File: config.mk
export PLATFORM = sky130hd
export DESIGN_NAME = interrupt_controller_flat
export DESIGN_NICKNAME = d
export VERILOG_FILES = /design/src/rtl/interrupt_controller_pkg.sv /design/src/rtl/interrupt_controller_if.sv /design/src/rtl/interrupt_controller_irq_edge_sync.sv /design/src/rtl/interrupt_controller.sv /design/src/flat_wrapper.sv
export SDC_FILE = /design/constraint.sdc
export NUM_CORES = 1
export LEC_CHECK = 0
export BUFFER_PORTS_ARGS = -buffer_cell sky130_fd_sc_hd__buf_2
export CORE_UTILIZATION = 51
export CTS_BUF_LIST = sky130_fd_sc_hd__clkbuf_8
export CTS_CLUSTER_SIZE = 30
export DETAILED_ROUTE_END_ITERATION = 6
export PLACE_DENSITY_LB_ADDON = 0.08
export SETUP_SLACK_MARGIN = 0.2
export SYNTH_ARGS = -nofsm -noshare
export SYNTH_HDL_FRONTEND = slang
export SYNTH_SLANG_ARGS = --single-unit
File: constraint.sdc
create_clock -name clk -period 1.8 [get_ports clk]
set_input_delay 0.36 -clock clk [delete_from_list [all_inputs] [get_ports clk]]
set_output_delay 0.36 -clock clk [all_outputs]
set_load 0.01 [all_outputs]
File: src/rtl/interrupt_controller_pkg.sv
// Shared definitions for the interrupt controller: FSM state codes, default
// parameters and the vector address helper.
package interrupt_controller_pkg;

  localparam int          DEF_NUM_IRQ      = 5;
  localparam logic [7:0]  DEF_VECTOR_BASE  = 8'hE0;
  localparam int          DEF_VECTOR_SHIFT = 2;
  localparam int          SEL_W            = 3;

  localparam logic [1:0] ST_IDLE    = 2'd0;
  localparam logic [1:0] ST_REQ     = 2'd1;
  localparam logic [1:0] ST_VEC     = 2'd2;
  localparam logic [1:0] ST_SERVICE = 2'd3;

  // Handler address wraps modulo 256 through the 8-bit result.
  function automatic logic [7:0] vector_of(logic [7:0] base, int shift,
                                           logic [SEL_W-1:0] sel);
    return base + (8'(sel) << shift);
  endfunction

endpackage

File: src/rtl/interrupt_controller_if.sv
// Request/handshake/bus bundle between the interrupt controller (slave) and
// the control unit plus peripherals (master).
interface interrupt_controller_if #(
  parameter int NUM_IRQ = interrupt_controller_pkg::DEF_NUM_IRQ
);
  logic [NUM_IRQ-1:0] irq;
  logic [7:0]         data;
  logic               mask_load;
  logic               ei;
  logic               di;
  logic               int_ack;
  logic               int_ret;

  logic               int_req;
  logic               vector_oe;
  logic [7:0]         vector;
  logic [NUM_IRQ-1:0] int_lines;
  logic               int_active;
  logic [NUM_IRQ-1:0] pending;
  logic [NUM_IRQ-1:0] mask;

  modport master (
    output irq, data, mask_load, ei, di, int_ack, int_ret,
    input  int_req, vector_oe, vector, int_lines, int_active, pending, mask
  );

  modport slave (
    input  irq, data, mask_load, ei, di, int_ack, int_ret,
    output int_req, vector_oe, vector, int_lines, int_active, pending, mask
  );
endinterface

File: src/rtl/interrupt_controller_irq_edge_sync.sv
// Three-flop synchronizer for one asynchronous request line, producing a
// single-cycle pulse on each rising edge.
module irq_edge_sync (
  input  logic clk,
  input  logic rst,
  input  logic in,
  output logic edge_out
);
  logic sync1, sync2, sync3;

  // NOTE: non-blocking assignments make the three flops shift together; with
  // blocking ones the chain would collapse into a single register.
  always_ff @(posedge clk) begin
    if (rst) begin
      sync1 <= 1'b0;
      sync2 <= 1'b0;
      sync3 <= 1'b0;
    end else begin
      sync1 <= in;
      sync2 <= sync1;
      sync3 <= sync2;
    end
  end

  // Flops clear in reset, so a line held high through reset yields one edge.
  assign edge_out = sync2 & ~sync3;
endmodule

File: src/rtl/interrupt_controller.sv
// Edge-latched, maskable, fixed-priority interrupt controller with an
// int_req/int_ack handshake and vector drive; one handler in service at a time.
module interrupt_controller
  import interrupt_controller_pkg::*;
#(
  parameter int         NUM_IRQ      = DEF_NUM_IRQ,
  parameter logic [7:0] VECTOR_BASE  = DEF_VECTOR_BASE,
  parameter int         VECTOR_SHIFT = DEF_VECTOR_SHIFT
) (
  input  logic                 clk,
  input  logic                 rst,
  interrupt_controller_if.slave bus
);
  logic [1:0]         state;
  logic [SEL_W-1:0]   sel;
  logic               ie;
  logic [NUM_IRQ-1:0] pending;
  logic [NUM_IRQ-1:0] mask;
  logic [NUM_IRQ-1:0] edges;
  logic [NUM_IRQ-1:0] eligible;
  logic [NUM_IRQ-1:0] ack_clear;
  logic [SEL_W-1:0]   first_idx;
  logic               in_service;

  for (genvar i = 0; i < NUM_IRQ; i++) begin : g_sync
    irq_edge_sync u_sync (
      .clk      (clk),
      .rst      (rst),
      .in       (bus.irq[i]),
      .edge_out (edges[i])
    );
  end

  assign eligible  = pending & mask;
  assign ack_clear = (state == ST_REQ && bus.int_ack) ? (NUM_IRQ'(1) << sel) : '0;

  // NOTE: first_idx gets a default before the loop so every path assigns it
  // and no latch is inferred.
  always_comb begin
    first_idx = '0;
    for (int i = NUM_IRQ - 1; i >= 0; i--) begin
      if (eligible[i]) first_idx = SEL_W'(i);
    end
  end

  // NOTE: reset is synchronous and active-high, so it is tested inside the
  // clocked block rather than in the sensitivity list.
  always_ff @(posedge clk) begin
    if (rst) begin
      state   <= ST_IDLE;
      sel     <= '0;
      ie      <= 1'b0;
      pending <= '0;
      mask    <= '0;
    end else begin
      // A new edge on the line being acknowledged survives the clear.
      pending <= (pending & ~ack_clear) | edges;

      if (bus.mask_load) mask <= bus.data[NUM_IRQ-1:0];

      if (bus.di)      ie <= 1'b0;
      else if (bus.ei) ie <= 1'b1;

      case (state)
        ST_IDLE: begin
          if (ie && |eligible) begin
            state <= ST_REQ;
            sel   <= first_idx;
          end
        end
        ST_REQ: begin
          if (bus.int_ack)              state <= ST_VEC;
          else if (!ie || !mask[sel])   state <= ST_IDLE;
        end
        ST_VEC:     state <= ST_SERVICE;
        ST_SERVICE: if (bus.int_ret) state <= ST_IDLE;
        default:    state <= ST_IDLE;
      endcase
    end
  end

  assign in_service     = (state == ST_VEC) || (state == ST_SERVICE);
  assign bus.int_req    = (state == ST_REQ);
  assign bus.vector_oe  = (state == ST_VEC);
  assign bus.vector     = bus.vector_oe ? vector_of(VECTOR_BASE, VECTOR_SHIFT, sel) : 8'h00;
  assign bus.int_lines  = in_service ? (NUM_IRQ'(1) << sel) : '0;
  assign bus.int_active = in_service;
  assign bus.pending    = pending;
  assign bus.mask       = mask;
endmodule

File: src/flat_wrapper.sv
// flat-port wrapper written by rule: the top's interface ports become plain ports
module interrupt_controller_flat import interrupt_controller_pkg::*;
#(
  parameter int         NUM_IRQ      = DEF_NUM_IRQ,
  parameter logic [7:0] VECTOR_BASE  = DEF_VECTOR_BASE,
  parameter int         VECTOR_SHIFT = DEF_VECTOR_SHIFT
)
  (clk, rst, bus_irq, bus_data, bus_mask_load, bus_ei, bus_di, bus_int_ack, bus_int_ret, bus_int_req, bus_vector_oe, bus_vector, bus_int_lines, bus_int_active, bus_pending, bus_mask);
  interrupt_controller_if #(.NUM_IRQ(NUM_IRQ)) bus_i ();
  input  logic clk;
  input  logic rst;
  input wire logic [$bits(bus_i.irq)-1:0] bus_irq;
  input wire logic [$bits(bus_i.data)-1:0] bus_data;
  input wire logic [$bits(bus_i.mask_load)-1:0] bus_mask_load;
  input wire logic [$bits(bus_i.ei)-1:0] bus_ei;
  input wire logic [$bits(bus_i.di)-1:0] bus_di;
  input wire logic [$bits(bus_i.int_ack)-1:0] bus_int_ack;
  input wire logic [$bits(bus_i.int_ret)-1:0] bus_int_ret;
  output wire logic [$bits(bus_i.int_req)-1:0] bus_int_req;
  output wire logic [$bits(bus_i.vector_oe)-1:0] bus_vector_oe;
  output wire logic [$bits(bus_i.vector)-1:0] bus_vector;
  output wire logic [$bits(bus_i.int_lines)-1:0] bus_int_lines;
  output wire logic [$bits(bus_i.int_active)-1:0] bus_int_active;
  output wire logic [$bits(bus_i.pending)-1:0] bus_pending;
  output wire logic [$bits(bus_i.mask)-1:0] bus_mask;
  assign bus_i.irq = bus_irq;
  assign bus_i.data = bus_data;
  assign bus_i.mask_load = bus_mask_load;
  assign bus_i.ei = bus_ei;
  assign bus_i.di = bus_di;
  assign bus_i.int_ack = bus_int_ack;
  assign bus_i.int_ret = bus_int_ret;
  assign bus_int_req = bus_i.int_req;
  assign bus_vector_oe = bus_i.vector_oe;
  assign bus_vector = bus_i.vector;
  assign bus_int_lines = bus_i.int_lines;
  assign bus_int_active = bus_i.int_active;
  assign bus_pending = bus_i.pending;
  assign bus_mask = bus_i.mask;
  interrupt_controller #(.NUM_IRQ(NUM_IRQ), .VECTOR_BASE(VECTOR_BASE), .VECTOR_SHIFT(VECTOR_SHIFT)) u_core (.clk(clk), .rst(rst), .bus(bus_i));
endmodule
==> impl_metrics.json <==
{
  "status": "complete, no violations",
  "seq_area_frac_synth": 0.471,
  "tritoncts.num_buffers": 5,
  "grt_pass1_wl_um": 3710,
  "min_period_over_period": 0.854,
  "worst_setup_path_start_kind": "flip-flop",
  "numClockSinks": 31,
  "syn_inst": 140,
  "clk-insertion-delay-late_ns": 0.27,
  "worst_hold_path_type": "in -> reg",
  "number_of_fill_cells_in_the_layout": 209,
  "period_minus_slack_ns": 1.54,
  "final_hold_viol_count": 0,
  "final_net_count": 196,
  "final_wirelength_um": 2280,
  "dieArea_mm2": 0.00279,
  "cts.clk_slew.worst_paths_ns": 0.06,
  "fin_setup_tns_ns": 0,
  "cp_data_arrival_time_ns": 1.18,
  "antenna_cells": 0,
  "start_util": 0.537,
  "holdBufCountCts": 0,
  "drc": 0,
  "final.setup_skew_ns": 0.00436,
  "cp.required_ns": 1.44,
  "place_congestion": 0.783,
  "ys_warns": 0,
  "max_fo_critical_path": 7,
  "rsz0062_at_grt": "no",
  "cts-root-buf": "sky130_fd_sc_hd__clkbuf_8",
  "crit_type": "reg -> out",
  "area_of_the_placeable_core_mm2": 0.00245,
  "multi_input_area_um2": 618,
  "drt-vias-per-instance": 4.99,
  "proportion_of_layout_cells_with_a_drive_suffix_above_1": 0.333,
  "maxCapViolations": 0,
  "max-clock-path-buffers": 2,
  "tritoncts": "built",
  "drtPass1Iterations": 4,
  "io_count": 46,
  "grt_max_degree": 32,
  "cts.htree.levels": 2,
  "postRouteAntennaNets": 0,
  "number_of_antenna_violations_at_the_first_check_in_global_routing": 0,
  "vdd_ir_drop_max_mv": 0.786,
  "postSynthRegisterBits": 31,
  "drt_first_iter_violations": 18,
  "io_buffers": 40,
  "synth.cell_area_mm2": 0.00132,
  "ff_latch_area_um2": 631,
  "power_density_mw_per_mm2": 846,
  "setup_viol": 0,
  "synth_cell_type_count": 32,
  "routed_wire_length_per_instance_um": 11.0,
  "grt_overflow_total": 0,
  "placementRows": 18,
  "hpwlAfterDp_um": 1590,
  "hold-worst-slack_ns": 0.243,
  "via_count": 1033,
  "fp.dieW_um": 52.8,
  "max_slew.worst_pin.slew_ns": 0.553,
  "timing.slew.headroom": 0.632,
  "area.growth.synth_to_final_pct": 19.8,
  "endpoint_kind": "primary output",
  "total_leakage_power_nw": 0.702,
  "track_usage": 0.190,
  "drv_slew": 0,
  "syn_avg_cell_area_um2": 9.41,
  "die_height_um": 52.8,
  "first_global_vias": 864,
  "timing.fmax_mhz": 651
}
==> cells in the final DEF (no fill, tap or decap), types with 3 or more instances in the layout <==
cell type / n
sky130_fd_sc_hd__a21oi_1: 8
sky130_fd_sc_hd__nor2b_1: 16
sky130_fd_sc_hd__clkbuf_8: 5
sky130_fd_sc_hd__buf_2: 40
sky130_fd_sc_hd__nand2_1: 10
sky130_fd_sc_hd__inv_1: 3
sky130_fd_sc_hd__dfxtp_1: 27
sky130_fd_sc_hd__nor3_1: 3
sky130_fd_sc_hd__mux2i_1: 8
sky130_fd_sc_hd__nor2_1: 12
sky130_fd_sc_hd__and2_1: 4
sky130_fd_sc_hd__nand2b_1: 9
==> synthesized netlist by cell type <==
master                      count  area, um^2
sky130_fd_sc_hd__a211oi_1       1        7.51
sky130_fd_sc_hd__and2b_2        2        17.5
sky130_fd_sc_hd__and3_1         2        12.5
sky130_fd_sc_hd__inv_1          1        3.75
sky130_fd_sc_hd__nand2b_1       9        56.3
sky130_fd_sc_hd__o21ai_0        2        10.0
sky130_fd_sc_hd__buf_2          1        5.00
sky130_fd_sc_hd__mux2i_1        8        80.1
sky130_fd_sc_hd__conb_1         1        3.75
sky130_fd_sc_hd__o31ai_1        1        7.51
sky130_fd_sc_hd__o32ai_2        1        16.3
sky130_fd_sc_hd__nand3b_1       1        7.51
sky130_fd_sc_hd__or3b_4         1        11.3
sky130_fd_sc_hd__a311oi_1       1        8.76
sky130_fd_sc_hd__dfxtp_1       31         621
sky130_fd_sc_hd__nor3_1         3        15.0
sky130_fd_sc_hd__o21ai_1        2        10.0
sky130_fd_sc_hd__nor2_1        12        45.0
sky130_fd_sc_hd__a32o_1         1        10.0
sky130_fd_sc_hd__buf_4          7        52.6
sky130_fd_sc_hd__clkbuf_1       4        15.0
sky130_fd_sc_hd__a31oi_4        1        21.3
sky130_fd_sc_hd__o2111ai_1      1        8.76
sky130_fd_sc_hd__a22oi_2        2        25.0
sky130_fd_sc_hd__nor2b_1       17         106
sky130_fd_sc_hd__clkbuf_8       1        13.8
sky130_fd_sc_hd__a21oi_1        8        40.0
sky130_fd_sc_hd__and2_1         4        25.0
sky130_fd_sc_hd__or2_1          1        6.26
sky130_fd_sc_hd__or2b_1         1        7.51
sky130_fd_sc_hd__nand3_1        2        10.0
sky130_fd_sc_hd__nand2_1       10        37.5
==> logic make-up (layout without fill, tap and decap cells) <==
| logic type | count (synthesis) | count (layout) | share of synthesized area |
|---|---|---|---|
| and+or+nand+nor | 65 | 65 | 0.272 |
| DFF | 31 | 31 | 0.471 |
| AOI/OAI and AO/OA | 21 | 21 | 0.125 |
| buffers and inverters | 14 | 50 | 0.0684 |
| muxes | 8 | 8 | 0.0608 |
| other | 1 | 2 | 0.00285 |
==> metal layers <==
metal,vias up,track usage,wire length (um)
li1,530,-,-
met1,470,0.218,1030
met2,28,0.306,1100
met3,5,0.0638,106
met4,0,0.105,38
met5,-,0,0
==> cell type report <==
type,instances,share of cell area
Multi-Input combinational cell,96,0.391
Timing Repair Buffer,41,0.132
Clock inverter,3,0.00792
Clock buffer,5,0.0436
Inverter,1,0.00238
Sequential cell,31,0.399
Tap cell,30,0.0238
==> sequential cells by signal (all words and copies together), names as in the netlist, named ones only <==
register,flops
u_core.ie,1
u_core.bus.mask,5
u_core.sel,3
u_core.g_sync.u_sync.sync3,5
u_core.g_sync.u_sync.sync2,5
u_core.g_sync.u_sync.sync1,5
u_core.bus.pending,5
u_core.state,1
==> final timing paths <==
path,from,slack (ns),endpoint,depth (start not counted)
setup / recovery,u_core.state[0],0.26,bus_vector[4],3
hold / removal,bus_di,0.24,u_core.ie,2
setup reg to reg,u_core.sel[2],0.45,u_core.state[0],4
hold reg to reg,u_core.g_sync[1].u_sync.sync1,0.44,u_core.g_sync[1].u_sync.sync2,1
==> worst max-delay path: stages (launching register included) <==
cell,delay (ns)
sky130_fd_sc_hd__dfxtp_4,0.37
sky130_fd_sc_hd__and2b_2,0.25
sky130_fd_sc_hd__and2_1,0.16
sky130_fd_sc_hd__buf_2,0.13
==> per-stage QoR <==
step / instance area [um^2] / util / std cells / setup WS (ns) / total power [mW]
floorplan: 1320 / - / 141 / 0.542 / 0.824
global placement: 1470 / 0.600 / 198 / 0.439 / 0.857
detailed placement: 1470 / 0.600 / 198 / 0.398 / 0.862
CTS: 1560 / 0.636 / 206 / 0.186 / 1.35
global route: 1580 / 0.643 / 207 / 0.204 / 1.40
finish: 1580 / 0.643 / 207 / 0.263 / 1.34
==> what timing repair did <==
item,in CTS,in global routing
gates resized for setup,4,4
setup endpoints to repair,8,8
buffers inserted,0,1
==> report_power, final <==
group	total, mW	internal [mW]	switching [mW]
Sequential	0.737	0.713	0.0236
Clock	0.491	0.259	0.232
Combinational	0.108	0.0548	0.0533
Total	1.34	1.03	0.309
No activity file was read; power rests on OpenSTA's default activity.
